`src/rtl/color_centroid_pkg.sv`:
```
// Shared types for color_centroid: FSM states, RGB565 field positions,
// threshold bundle and the colour-box match function.
package color_centroid_pkg;

    typedef enum logic [1:0] {
        IDLE   = 2'd0,
        DIVIDE = 2'd1,
        DONE   = 2'd2
    } cc_state_e;

    localparam int R_MSB = 15;
    localparam int R_LSB = 11;
    localparam int G_MSB = 10;
    localparam int G_LSB = 5;
    localparam int B_MSB = 4;
    localparam int B_LSB = 0;

    typedef struct packed {
        logic [4:0] r_lo;
        logic [4:0] r_hi;
        logic [5:0] g_lo;
        logic [5:0] g_hi;
        logic [4:0] b_lo;
        logic [4:0] b_hi;
    } cc_bounds_t;

    // An inverted range (lo > hi) can never satisfy both compares.
    function automatic logic in_box(input logic [15:0] px, input cc_bounds_t bnd);
        logic [4:0] r;
        logic [5:0] g;
        logic [4:0] b;
        r = px[R_MSB:R_LSB];
        g = px[G_MSB:G_LSB];
        b = px[B_MSB:B_LSB];
        return (r >= bnd.r_lo) && (r <= bnd.r_hi) &&
               (g >= bnd.g_lo) && (g <= bnd.g_hi) &&
               (b >= bnd.b_lo) && (b <= bnd.b_hi);
    endfunction

endpackage

```
`src/rtl/color_centroid_divider.sv`:
```
// iter_divider: restoring unsigned divider, one quotient bit per cycle.
// The first bit is resolved on the start edge; done_out marks the final quotient.
module iter_divider #(
    parameter int SUM_WIDTH   = 32,
    parameter int COUNT_WIDTH = 20
) (
    input  logic                   clk_in,
    input  logic                   rst_in,
    input  logic                   start_in,
    input  logic [SUM_WIDTH-1:0]   dividend_in,
    input  logic [COUNT_WIDTH-1:0] divisor_in,
    output logic [SUM_WIDTH-1:0]   quotient_out,
    output logic                   done_out,
    output logic                   busy_out
);

    localparam int IW = $clog2(SUM_WIDTH + 1);
    localparam logic [IW-1:0] ITER_LAST = IW'(SUM_WIDTH);

    logic [COUNT_WIDTH-1:0] rem_q, rem_d;
    logic [SUM_WIDTH-1:0]   quo_q, quo_d;
    logic [COUNT_WIDTH-1:0] divisor_q;
    logic [IW-1:0]          iter_q;
    logic                   busy_q;
    logic                   done_q;

    logic [COUNT_WIDTH-1:0] src_rem_s;
    logic [SUM_WIDTH-1:0]   src_quo_s;
    logic [COUNT_WIDTH-1:0] src_div_s;
    logic [COUNT_WIDTH:0]   shifted_s;
    logic                   ge_s;

    // One restoring step on either the fresh operands or the running state.
    always_comb begin
        src_rem_s = start_in ? '0 : rem_q;
        src_quo_s = start_in ? dividend_in : quo_q;
        src_div_s = start_in ? divisor_in : divisor_q;
        shifted_s = {src_rem_s, src_quo_s[SUM_WIDTH-1]};
        ge_s      = shifted_s >= {1'b0, src_div_s};
        if (ge_s) begin
            rem_d = shifted_s[COUNT_WIDTH-1:0] - src_div_s;
        end else begin
            rem_d = shifted_s[COUNT_WIDTH-1:0];
        end
        quo_d = {src_quo_s[SUM_WIDTH-2:0], ge_s};
    end

    always_ff @(posedge clk_in) begin
        if (rst_in) begin
            rem_q     <= '0;
            quo_q     <= '0;
            divisor_q <= '0;
            iter_q    <= '0;
            busy_q    <= 1'b0;
            done_q    <= 1'b0;
        end else if (start_in) begin
            rem_q     <= rem_d;
            quo_q     <= quo_d;
            divisor_q <= divisor_in;
            iter_q    <= IW'(1);
            busy_q    <= 1'b1;
            done_q    <= 1'b0;
        end else if (busy_q) begin
            if (iter_q != ITER_LAST) begin
                rem_q  <= rem_d;
                quo_q  <= quo_d;
                iter_q <= iter_q + IW'(1);
                done_q <= (iter_q == ITER_LAST - IW'(1));
            end else begin
                busy_q <= 1'b0;
                done_q <= 1'b0;
            end
        end
    end

    assign quotient_out = quo_q;
    assign done_out     = done_q;
    assign busy_out     = busy_q;

endmodule

```
`src/rtl/color_centroid.sv`:
```
// color_centroid: per-pixel colour-box mask plus per-frame centroid of matches.
// Optional bounding-box outputs are enabled with COLOR_CENTROID_BBOX_EN.
module color_centroid
    import color_centroid_pkg::*;
#(
    parameter int HCOUNT_WIDTH = 11,
    parameter int VCOUNT_WIDTH = 10,
    parameter int COUNT_WIDTH  = 20,
    parameter int SUM_WIDTH    = 32
) (
    input  logic                    clk_in,
    input  logic                    rst_in,
    input  logic                    pixel_valid_in,
    input  logic [HCOUNT_WIDTH-1:0] pixel_hcount_in,
    input  logic [VCOUNT_WIDTH-1:0] pixel_vcount_in,
    input  logic [15:0]             pixel_data_in,
    input  logic [4:0]              r_lo_in,
    input  logic [4:0]              r_hi_in,
    input  logic [5:0]              g_lo_in,
    input  logic [5:0]              g_hi_in,
    input  logic [4:0]              b_lo_in,
    input  logic [4:0]              b_hi_in,
    output logic                    mask_valid_out,
    output logic                    mask_out,
    output logic                    centroid_valid_out,
    output logic [HCOUNT_WIDTH-1:0] x_out,
    output logic [VCOUNT_WIDTH-1:0] y_out,
    output logic [COUNT_WIDTH-1:0]  count_out,
    output logic                    found_out,
    output logic                    busy_out
`ifdef COLOR_CENTROID_BBOX_EN
    ,
    output logic [HCOUNT_WIDTH-1:0] bbox_xmin_out,
    output logic [HCOUNT_WIDTH-1:0] bbox_xmax_out,
    output logic [VCOUNT_WIDTH-1:0] bbox_ymin_out,
    output logic [VCOUNT_WIDTH-1:0] bbox_ymax_out
`endif
);

    cc_bounds_t bounds_s;
    logic match_s, boundary_s, hit_s, accept_s, start_s;
    logic [COUNT_WIDTH-1:0] cnt_q, cnt_d;
    logic [SUM_WIDTH-1:0]   sx_q, sx_d, sy_q, sy_d;
    logic [SUM_WIDTH:0]     sx_sum_s, sy_sum_s;
    logic                   snap_valid_q;
    logic [COUNT_WIDTH-1:0] snap_cnt_q;
    cc_state_e              state_q, state_d;
    logic [SUM_WIDTH-1:0]   qx_s, qy_s;
    logic done_x_s, done_y_s, busy_x_s, busy_y_s;
    logic mask_valid_q, mask_q, valid_q, valid_d, found_q, found_d;
    logic [HCOUNT_WIDTH-1:0] x_q, x_d;
    logic [VCOUNT_WIDTH-1:0] y_q, y_d;
    logic [COUNT_WIDTH-1:0]  count_q, count_d;

    assign bounds_s   = '{r_lo: r_lo_in, r_hi: r_hi_in, g_lo: g_lo_in,
                          g_hi: g_hi_in, b_lo: b_lo_in, b_hi: b_hi_in};
    assign match_s    = in_box(pixel_data_in, bounds_s);
    assign boundary_s = pixel_valid_in && (pixel_hcount_in == '0) && (pixel_vcount_in == '0);
    assign hit_s      = pixel_valid_in && match_s;
    // A boundary one cycle after an accepted one is still being decided, so it is dropped.
    assign accept_s   = boundary_s && (state_q == IDLE) && !snap_valid_q;
    assign start_s    = accept_s && (cnt_q != '0);

    assign sx_sum_s = {1'b0, sx_q} + {{(SUM_WIDTH + 1 - HCOUNT_WIDTH){1'b0}}, pixel_hcount_in};
    assign sy_sum_s = {1'b0, sy_q} + {{(SUM_WIDTH + 1 - VCOUNT_WIDTH){1'b0}}, pixel_vcount_in};

    // Saturating accumulators, restarted with the boundary pixel's own contribution.
    always_comb begin
        cnt_d = cnt_q;
        sx_d  = sx_q;
        sy_d  = sy_q;
        if (boundary_s) begin
            cnt_d = match_s ? COUNT_WIDTH'(1) : '0;
            sx_d  = '0;
            sy_d  = '0;
        end else if (hit_s) begin
            cnt_d = (cnt_q == '1) ? cnt_q : cnt_q + COUNT_WIDTH'(1);
            sx_d  = sx_sum_s[SUM_WIDTH] ? '1 : sx_sum_s[SUM_WIDTH-1:0];
            sy_d  = sy_sum_s[SUM_WIDTH] ? '1 : sy_sum_s[SUM_WIDTH-1:0];
        end else begin
            cnt_d = cnt_q;
        end
    end

    iter_divider #(.SUM_WIDTH(SUM_WIDTH), .COUNT_WIDTH(COUNT_WIDTH)) u_div_x (
        .clk_in(clk_in), .rst_in(rst_in), .start_in(start_s), .dividend_in(sx_q),
        .divisor_in(cnt_q), .quotient_out(qx_s), .done_out(done_x_s), .busy_out(busy_x_s)
    );

    iter_divider #(.SUM_WIDTH(SUM_WIDTH), .COUNT_WIDTH(COUNT_WIDTH)) u_div_y (
        .clk_in(clk_in), .rst_in(rst_in), .start_in(start_s), .dividend_in(sy_q),
        .divisor_in(cnt_q), .quotient_out(qy_s), .done_out(done_y_s), .busy_out(busy_y_s)
    );

    // FSM next-state
    always_comb begin
        state_d = state_q;
        case (state_q)
            IDLE: begin
                if (snap_valid_q) begin
                    state_d = (snap_cnt_q != '0) ? DIVIDE : DONE;
                end else begin
                    state_d = IDLE;
                end
            end
            DIVIDE: begin
                if (done_x_s && done_y_s) begin
                    state_d = DONE;
                end else begin
                    state_d = DIVIDE;
                end
            end
            DONE:    state_d = IDLE;
            default: state_d = IDLE;
        endcase
    end

    // FSM outputs: results are registered on entry to DONE so they appear with the pulse.
    always_comb begin
        x_d     = x_q;
        y_d     = y_q;
        count_d = count_q;
        found_d = found_q;
        valid_d = 1'b0;
        if (state_d == DONE) begin
            valid_d = 1'b1;
            count_d = snap_cnt_q;
            found_d = (snap_cnt_q != '0);
            if (snap_cnt_q != '0) begin
                x_d = qx_s[HCOUNT_WIDTH-1:0];
                y_d = qy_s[VCOUNT_WIDTH-1:0];
            end else begin
                x_d = '0;
                y_d = '0;
            end
        end else begin
            valid_d = 1'b0;
        end
    end

    // State, accumulators, snapshot and output registers
    always_ff @(posedge clk_in) begin
        if (rst_in) begin
            state_q      <= IDLE;
            cnt_q        <= '0;
            sx_q         <= '0;
            sy_q         <= '0;
            snap_valid_q <= 1'b0;
            snap_cnt_q   <= '0;
            mask_valid_q <= 1'b0;
            mask_q       <= 1'b0;
            valid_q      <= 1'b0;
            x_q          <= '0;
            y_q          <= '0;
            count_q      <= '0;
            found_q      <= 1'b0;
        end else begin
            state_q      <= state_d;
            cnt_q        <= cnt_d;
            sx_q         <= sx_d;
            sy_q         <= sy_d;
            snap_valid_q <= accept_s;
            if (accept_s) begin
                snap_cnt_q <= cnt_q;
            end
            mask_valid_q <= pixel_valid_in;
            mask_q       <= hit_s;
            valid_q      <= valid_d;
            x_q          <= x_d;
            y_q          <= y_d;
            count_q      <= count_d;
            found_q      <= found_d;
        end
    end

    assign mask_valid_out     = mask_valid_q;
    assign mask_out           = mask_q;
    assign centroid_valid_out = valid_q;
    assign x_out              = x_q;
    assign y_out              = y_q;
    assign count_out          = count_q;
    assign found_out          = found_q;
    assign busy_out           = busy_x_s | busy_y_s;

`ifdef COLOR_CENTROID_BBOX_EN
    logic [HCOUNT_WIDTH-1:0] xmin_q, xmin_d, xmax_q, xmax_d, sxmin_q, sxmax_q, bxmin_q, bxmax_q;
    logic [VCOUNT_WIDTH-1:0] ymin_q, ymin_d, ymax_q, ymax_d, symin_q, symax_q, bymin_q, bymax_q;

    // Min/max trackers; an unmatched boundary pixel leaves them at their empty values.
    always_comb begin
        xmin_d = xmin_q;
        xmax_d = xmax_q;
        ymin_d = ymin_q;
        ymax_d = ymax_q;
        if (boundary_s) begin
            xmin_d = match_s ? '0 : '1;
            ymin_d = match_s ? '0 : '1;
            xmax_d = '0;
            ymax_d = '0;
        end else if (hit_s) begin
            xmin_d = (pixel_hcount_in < xmin_q) ? pixel_hcount_in : xmin_q;
            xmax_d = (pixel_hcount_in > xmax_q) ? pixel_hcount_in : xmax_q;
            ymin_d = (pixel_vcount_in < ymin_q) ? pixel_vcount_in : ymin_q;
            ymax_d = (pixel_vcount_in > ymax_q) ? pixel_vcount_in : ymax_q;
        end else begin
            xmin_d = xmin_q;
        end
    end

    // Tracker, snapshot and bbox output registers
    always_ff @(posedge clk_in) begin
        if (rst_in) begin
            xmin_q  <= '1;
            xmax_q  <= '0;
            ymin_q  <= '1;
            ymax_q  <= '0;
            sxmin_q <= '1;
            sxmax_q <= '0;
            symin_q <= '1;
            symax_q <= '0;
            bxmin_q <= '0;
            bxmax_q <= '0;
            bymin_q <= '0;
            bymax_q <= '0;
        end else begin
            xmin_q <= xmin_d;
            xmax_q <= xmax_d;
            ymin_q <= ymin_d;
            ymax_q <= ymax_d;
            if (accept_s) begin
                sxmin_q <= xmin_q;
                sxmax_q <= xmax_q;
                symin_q <= ymin_q;
                symax_q <= ymax_q;
            end
            if (state_d == DONE) begin
                bxmin_q <= (snap_cnt_q != '0) ? sxmin_q : '0;
                bxmax_q <= (snap_cnt_q != '0) ? sxmax_q : '0;
                bymin_q <= (snap_cnt_q != '0) ? symin_q : '0;
                bymax_q <= (snap_cnt_q != '0) ? symax_q : '0;
            end
        end
    end

    assign bbox_xmin_out = bxmin_q;
    assign bbox_xmax_out = bxmax_q;
    assign bbox_ymin_out = bymin_q;
    assign bbox_ymax_out = bymax_q;
`endif

endmodule

```
`config.mk`:
```
export PLATFORM = sky130hd
export DESIGN_NAME = color_centroid
export DESIGN_NICKNAME = d
export VERILOG_FILES = /design/src/rtl/color_centroid_pkg.sv /design/src/rtl/color_centroid_divider.sv /design/src/rtl/color_centroid.sv
export SDC_FILE = /design/constraint.sdc
export NUM_CORES = 1
export LEC_CHECK = 0
export ABC_CLOCK_PERIOD_IN_PS = 11800
export CELL_PAD_IN_SITES_DETAIL_PLACEMENT = 1
export CELL_PAD_IN_SITES_GLOBAL_PLACEMENT = 1
export CORE_AREA = 2 2 167 235
export CTS_CLUSTER_DIAMETER = 200
export DETAILED_ROUTE_END_ITERATION = 16
export DIE_AREA = 0 0 169 237
export PLACE_DENSITY = 0.88
export SYNTH_ARGS = -nofsm -noshare
export SYNTH_HDL_FRONTEND = slang
export SYNTH_SLANG_ARGS = --single-unit
```
`constraint.sdc`:
```
create_clock -name clk_in -period 11.8 [get_ports clk_in]
set_input_delay 1.18 -clock clk_in [delete_from_list [all_inputs] [get_ports clk_in]]
set_output_delay 1.18 -clock clk_in [all_outputs]
set_load 0.01 [all_outputs]
```
# Word level (Yosys, flattened, before mapping)

Index checks and enable logic that the tools add are counted.

Add/sub/neg operators: 7
Order comparisons: 8
Equal/unequal tests: 8
Multiplexer cells: 47
Bitwise operators: 1
Reductions and logical operators: 30

Operators by type and width:

| cell                                                 | number |
|---|---|
| 2-to-1 mux 32 bit                                    | 10 |
| 2-to-1 mux 20 bit                                    | 15 |
| >= comparator 21 x 20 -> 1 bit                       | 2 |
| nonzero test 20 bit                                  | 2 |
| subtractor 20 bit                                    | 2 |
| adder 32 x 10 -> 33 bit                              | 1 |
| adder 32 x 11 -> 33 bit                              | 1 |
| adder 20 x 1 -> 20 bit (second input constant)       | 1 |
| equality test 20 bit (second input constant)         | 1 |
| 2-to-1 mux 1 bit                                     | 16 |
| adder 6 x 1 -> 6 bit (second input constant)         | 2 |
| equality test 6 x 5 -> 1 bit (second input constant) | 2 |
| logical AND 1 bit                                    | 12 |
| != test 6 bit (second input constant)                | 2 |
| logical NOT 11 bit                                   | 1 |
| 2-to-1 mux 11 bit                                    | 1 |
| >= comparator 5 bit                                  | 2 |
| less-or-equal comparator 5 bit                       | 2 |
| logical NOT 10 bit                                   | 1 |
| 2-to-1 mux 10 bit                                    | 1 |
| AND reduction 2 bit                                  | 5 |
| nonzero test 2 bit                                   | 5 |
| >= comparator 6 bit                                  | 1 |
| less-or-equal comparator 6 bit                       | 1 |
| 9 further kinds                                      | 12 |

Register bits after elaboration: 312
Input bits: 72
Output and inout port bits: 46

# Depth between registers and ports, before layout

Depth in word-level cells: 12
Depth in mapped cells: 24
Depth with buffers taken out: 18

# Hierarchy

From an unflattened synthesis, not the netlist that was laid out.

Cell total of the unflattened synthesis: 2269
Area total of the unflattened synthesis: 17551.8 µm²

Modules (own cells, without submodules):

| module                  | times used | cells an instance | area each (µm²) | seq. area each (µm²) |
|---|---|---|---|---|
| color_centroid          | 1          | 1076              | 8445.6          | 3042.9 |
| iter_divider at u_div_y | 1          | 602               | 4565.6          | 1601.5 |
| iter_divider at u_div_x | 1          | 591               | 4540.6          | 1601.5 |

# Worst setup path before layout

Ideal clock, no wire load.

Path type: input to register
Start: input port pixel_vcount_in[9]
End: register u_div_x.rem_q[3]
Library setup time: 0.125 ns
Arrival: 5.169 ns
Data required time: 11.675 ns
Path slack: 6.506 ns
Cell stages on the path: 20
Path buffers: 5
Cell sequence: nor4_2 -> and3_1 -> o211ai_1 -> buf_2 -> clkbuf_1 -> clkbuf_1 -> clkbuf_1 -> mux2i_1 -> ha_1 -> nor2b_1 -> o21ai_0 -> nor2b_1 -> or4b_2 -> nand4b_1 -> a31oi_1 -> o21bai_1 -> buf_4 -> o21ai_0 -> a211oi_1 -> o21ai_0

Word-level cells in the longest chain between the ends: 11
Elaborated cells between the ends (all ways): 17
Classes of those cells: add/sub: 1; order compare: 1; mux: 7; reduce/logical: 8

Ends and longest elaborated chain:

| item                                                                       | RTL line                                                   | source |
|---|---|---|
| start: declaration                                                         | color_centroid.sv:15                                       | `input logic [VCOUNT_WIDTH-1:0] pixel_vcount_in,` |
| logical NOT 10 bit *                                                       | color_centroid.sv:58                                       | `assign boundary_s = pixel_valid_in && (pixel_hcount_in == '0) && (pixel_vcount_in == '0);` |
| logical AND 1 bit *                                                        | color_centroid.sv:58                                       |  |
| logical AND 1 bit * (2 in a row)                                           | color_centroid.sv:61                                       | `assign accept_s = boundary_s && (state_q == IDLE) && !snap_valid_q;` |
| logical AND 1 bit *                                                        | color_centroid.sv:62                                       | `assign start_s = accept_s && (cnt_q != '0);` |
| 2-to-1 mux 32 bit, or another cell as far along                            | color_centroid_divider.sv:36                               | `src_quo_s = start_in ? dividend_in : quo_q;` |
| subtractor 20 bit / >= comparator 21 x 20 -> 1 bit (equally long branches) | color_centroid_divider.sv:41, color_centroid_divider.sv:39 |  |
| 2-to-1 mux 20 bit                                                          | color_centroid_divider.sv:40                               | `if (ge_s) begin` |
| 2-to-1 mux 20 bit                                                          | color_centroid_divider.sv:64                               | `if (iter_q != ITER_LAST) begin` |
| 2-to-1 mux 20 bit                                                          | color_centroid_divider.sv:63                               | `end else if (busy_q) begin` |
| 2-to-1 mux 20 bit                                                          | color_centroid_divider.sv:56                               | `end else if (start_in) begin` |
| end signal: assignment                                                     | color_centroid_divider.sv:57                               | `rem_q <= rem_d;` |
| end signal: assignment                                                     | color_centroid_divider.sv:65                               | `rem_q <= rem_d;` |
| end: declaration                                                           | color_centroid_divider.sv:20                               | `logic [COUNT_WIDTH-1:0] rem_q, rem_d;` |

Every way passes the cells marked *; elsewhere a longest branch is shown, timed or not. The select of a mux whose other input is x is not followed.
A chain may end at the register's enable or synchronous reset.

# Worst setup path in the final report

Same ends and word-level chain as after synthesis.

==> results.yml <==
status:
  status: "finished clean"
clocking:
  cts_max_level: 1
  cts_tree: "done"
  post_cts_buffers: 0
  clk_latency_ns: 0.60
  cts.sinks: 312
  cts_resized: 0
  clock_path_buffers: 3
  numCtsBuffers: 31
  root_buffer: "clkbuf_16"
  clk_pin_slew_ns: 0.07
  cts_hold_buf: 0
placement:
  io_buffers: 117
  place_congestion: 0.948
  pre_cts_ws_ns: 5.07
  dp_cells: 2556
  hpwl_mm: 40.2
global_routing:
  antenna_found_initial: 0
  grt_pass1_vias: 17200
  grt.overflow.total: 0
  grt_pass1_wl_mm: 90.4
  groute.usage.overall_pct: 27.8
  grt_max_degree: 82
worst_setup_path:
  r2r_start: "cnt_q[1]"
  required_ns: 12.26
  r2r_end: "u_div_x.rem_q[3]"
  reg2reg_slack_ns: 5.94
  r2r_cells: 18
  crit_type: "in -> reg"
  end_kind: "flip-flop"
  crit_path_start_kind: "input port"
  crit_arrival_ns: 6.71
  cp_max_fo: 69
synth:
  synth_top_cell_by_area: "dfxtp_1"
  seq_area_frac_synth_pct: 37.0
  syn_area_per_cell_um2: 8.22
  synth_compound_area_share_pct: 21.8
  synth_top_family_by_area: "compound AO/OA/AOI/OAI gates"
  synth_warnings: 0
  synth_area_leaders: "dfxtp_1, ha_1, a21oi_1"
  synthAdderAreaFrac_pct: 7.51
  synth.mux.area_fraction_pct: 4.27
  synth_area_mm2: 0.0169
  synthDistinctLibCells: 83
  ys_seq_elements: 312
  yosysMostFrequentCell: "dfxtp_1"
  syn-instance-count: 2055
  synth-edff-count: 0
  synth_top_area_share_pct: 37.0
  synthXorXnorAreaFrac_pct: 4.25
  ys.flop_type: "dfxtp_1"
  async_flop_share_pct: 0
  synthSimpleGateAreaFrac_pct: 20.9
  synth_fp_nets: 2226
  synthTopCellsByCount: "dfxtp_1, nand2_1, nor2_1, a21oi_1, clkbuf_1"
power:
  ir_drop_uv: 101
  leakage_nw: 8.08
  power.density_mw_per_mm2: 117
routing:
  drc_errors: 0
  drtIter0Drc: 943
  wl_per_cell_um: 21.5
  via_count: 16100
  drt-total-wl_mm: 56.1
  via_per_inst: 6.15
  firstDrtPassIters: 5
  ant_nets: 0
floorplan:
  ios: 118
  die-area_mm2: 0.0401
  die_w_um: 169
  row_count: 85
  coreArea_mm2: 0.0381
  die_h_um: 237
  initial_utilization_pct: 44.4
hold_path:
  whs_path_depth: 2
  min_path_type: "reg -> reg"
  worstHoldStart: "y_out[3]"
  min_delay_worst_endpoint: "y_out[3]"
cells_and_area:
  final_nets: 2282
  layout-drive-gt1-share_pct: 5.34
  diodes: 0
  layout.cells.non_filler: 2613
  syn2layout_area_growth_pct: 15.8
timing:
  clock_skew_ns: 0.0272
  hold_viol: 0
  holdWs_ns: 0.458
  period_share_pct: 53.0
  finalSetupViolations: 0
  rsz0062_at_grt: "false"
  fin_tns_setup_ns: 0
  worst_slew_pin_slew_ns: 1.20
  finalWorstSetupSlack_ns: 5.55
  slew_headroom_pct: 20.1
  period_needed_ns: 6.25
  slew_violations: 0
  max_freq_ghz: 0.160
flow_run:
  maxCapViolations: 0
==> logic make-up after synthesis <==
kind of cell    Yosys count
xor+xnor                 82
flops                   312
simple gates            732
compound gates          568
buf+inv                 190
mux                      72
fa+ha+maj                99
==> state kept, by name, indices dropped and copies added, names as in the netlist, 2 cells and up <==
register and cells:
snap_cnt_q 20, y_out 10, state_q 2, sx_q 32
u_div_x.divisor_q 20, u_div_x.quotient_out 32, u_div_y.iter_q 6, u_div_y.divisor_q 20
x_out 11, u_div_x.iter_q 6, count_out 20, u_div_y.quotient_out 32
sy_q 32, u_div_x.rem_q 20, cnt_q 20, u_div_y.rem_q 20
==> power breakdown <==
group,internal [mW],switching (mW)
Sequential,1.05,0.00128
Clock,0.677,0.448
Combinational,0.0446,0.0543
==> cells in the final DEF, fill, tap and decap left out, drive strengths merged, types with 32 or more instances in the layout <==
master / Yosys / final
inv: 78 / 79
and2: 41 / 41
a21oi: 200 / 200
mux2i: 71 / 71
clkbuf: 101 / 45
and3: 40 / 40
ha: 95 / 95
nand3: 70 / 70
clkdlybuf4s50: 0 / 116
dfxtp: 312 / 312
a21boi: 32 / 32
xor2: 45 / 45
nand2: 225 / 225
xnor2: 37 / 37
a211oi: 87 / 87
nor2: 201 / 201
o21ai: 85 / 85
==> worst max path at each step <==
stage,depth (start not counted),to,from
5_1_grt,17,u_div_x.rem_q[3],pixel_hcount_in[1]
6_report,16,u_div_x.rem_q[3],pixel_vcount_in[9]
4_1_cts,17,u_div_x.rem_q[3],pixel_hcount_in[1]
3_3_place_gp,17,u_div_x.rem_q[3],pixel_vcount_in[9]
3_5_place_dp,17,u_div_x.rem_q[3],pixel_hcount_in[1]
2_1_floorplan,20,u_div_x.rem_q[3],pixel_vcount_in[9]
==> critical path, stage by stage <==
cell and delay, ns:
clkdlybuf4s50_1 0.45, nor4_2 0.62, and3_1 0.31, o211ai_1 0.10
buf_4 0.34, and2_1 0.32, ha_1 0.39, o21ai_0 0.18
nor2b_1 0.21, or4b_2 0.64, nand4b_1 0.14, a31oi_1 0.19
o21bai_2 0.98, o21ai_0 0.21, a211oi_1 0.27, o21ai_0 0.12
==> routing by layer <==
metal | wire, um | track usage (%)
met1 | 21500 | 30.6
met2 | 29400 | 52.2
met4 | 2940 | 13.2
met5 | 0 | 0
met3 | 2250 | 3.58
==> per-stage QoR <==
stage / utilization, % / area (um2) / power [mW]
after global routing: 51.4 / 19600 / 2.34
after detailed placement: 48.3 / 18400 / 1.18
after global placement: 48.3 / 18400 / 1.17
final: 51.4 / 19600 / 2.28
after floorplan: - / 16900 / 1.13
after CTS: 51.4 / 19600 / 2.29
==> area by class of cell <==
cell class	instances	area, um2
inverter	78	293
fill	4526	18500
timing repair buffer	135	1310
clock buffer	45	928
sequential	312	6250
clock inverter	12	231
multi-input combinational	1553	9950
tap	478	598
(Power assumes the default switching activity.)
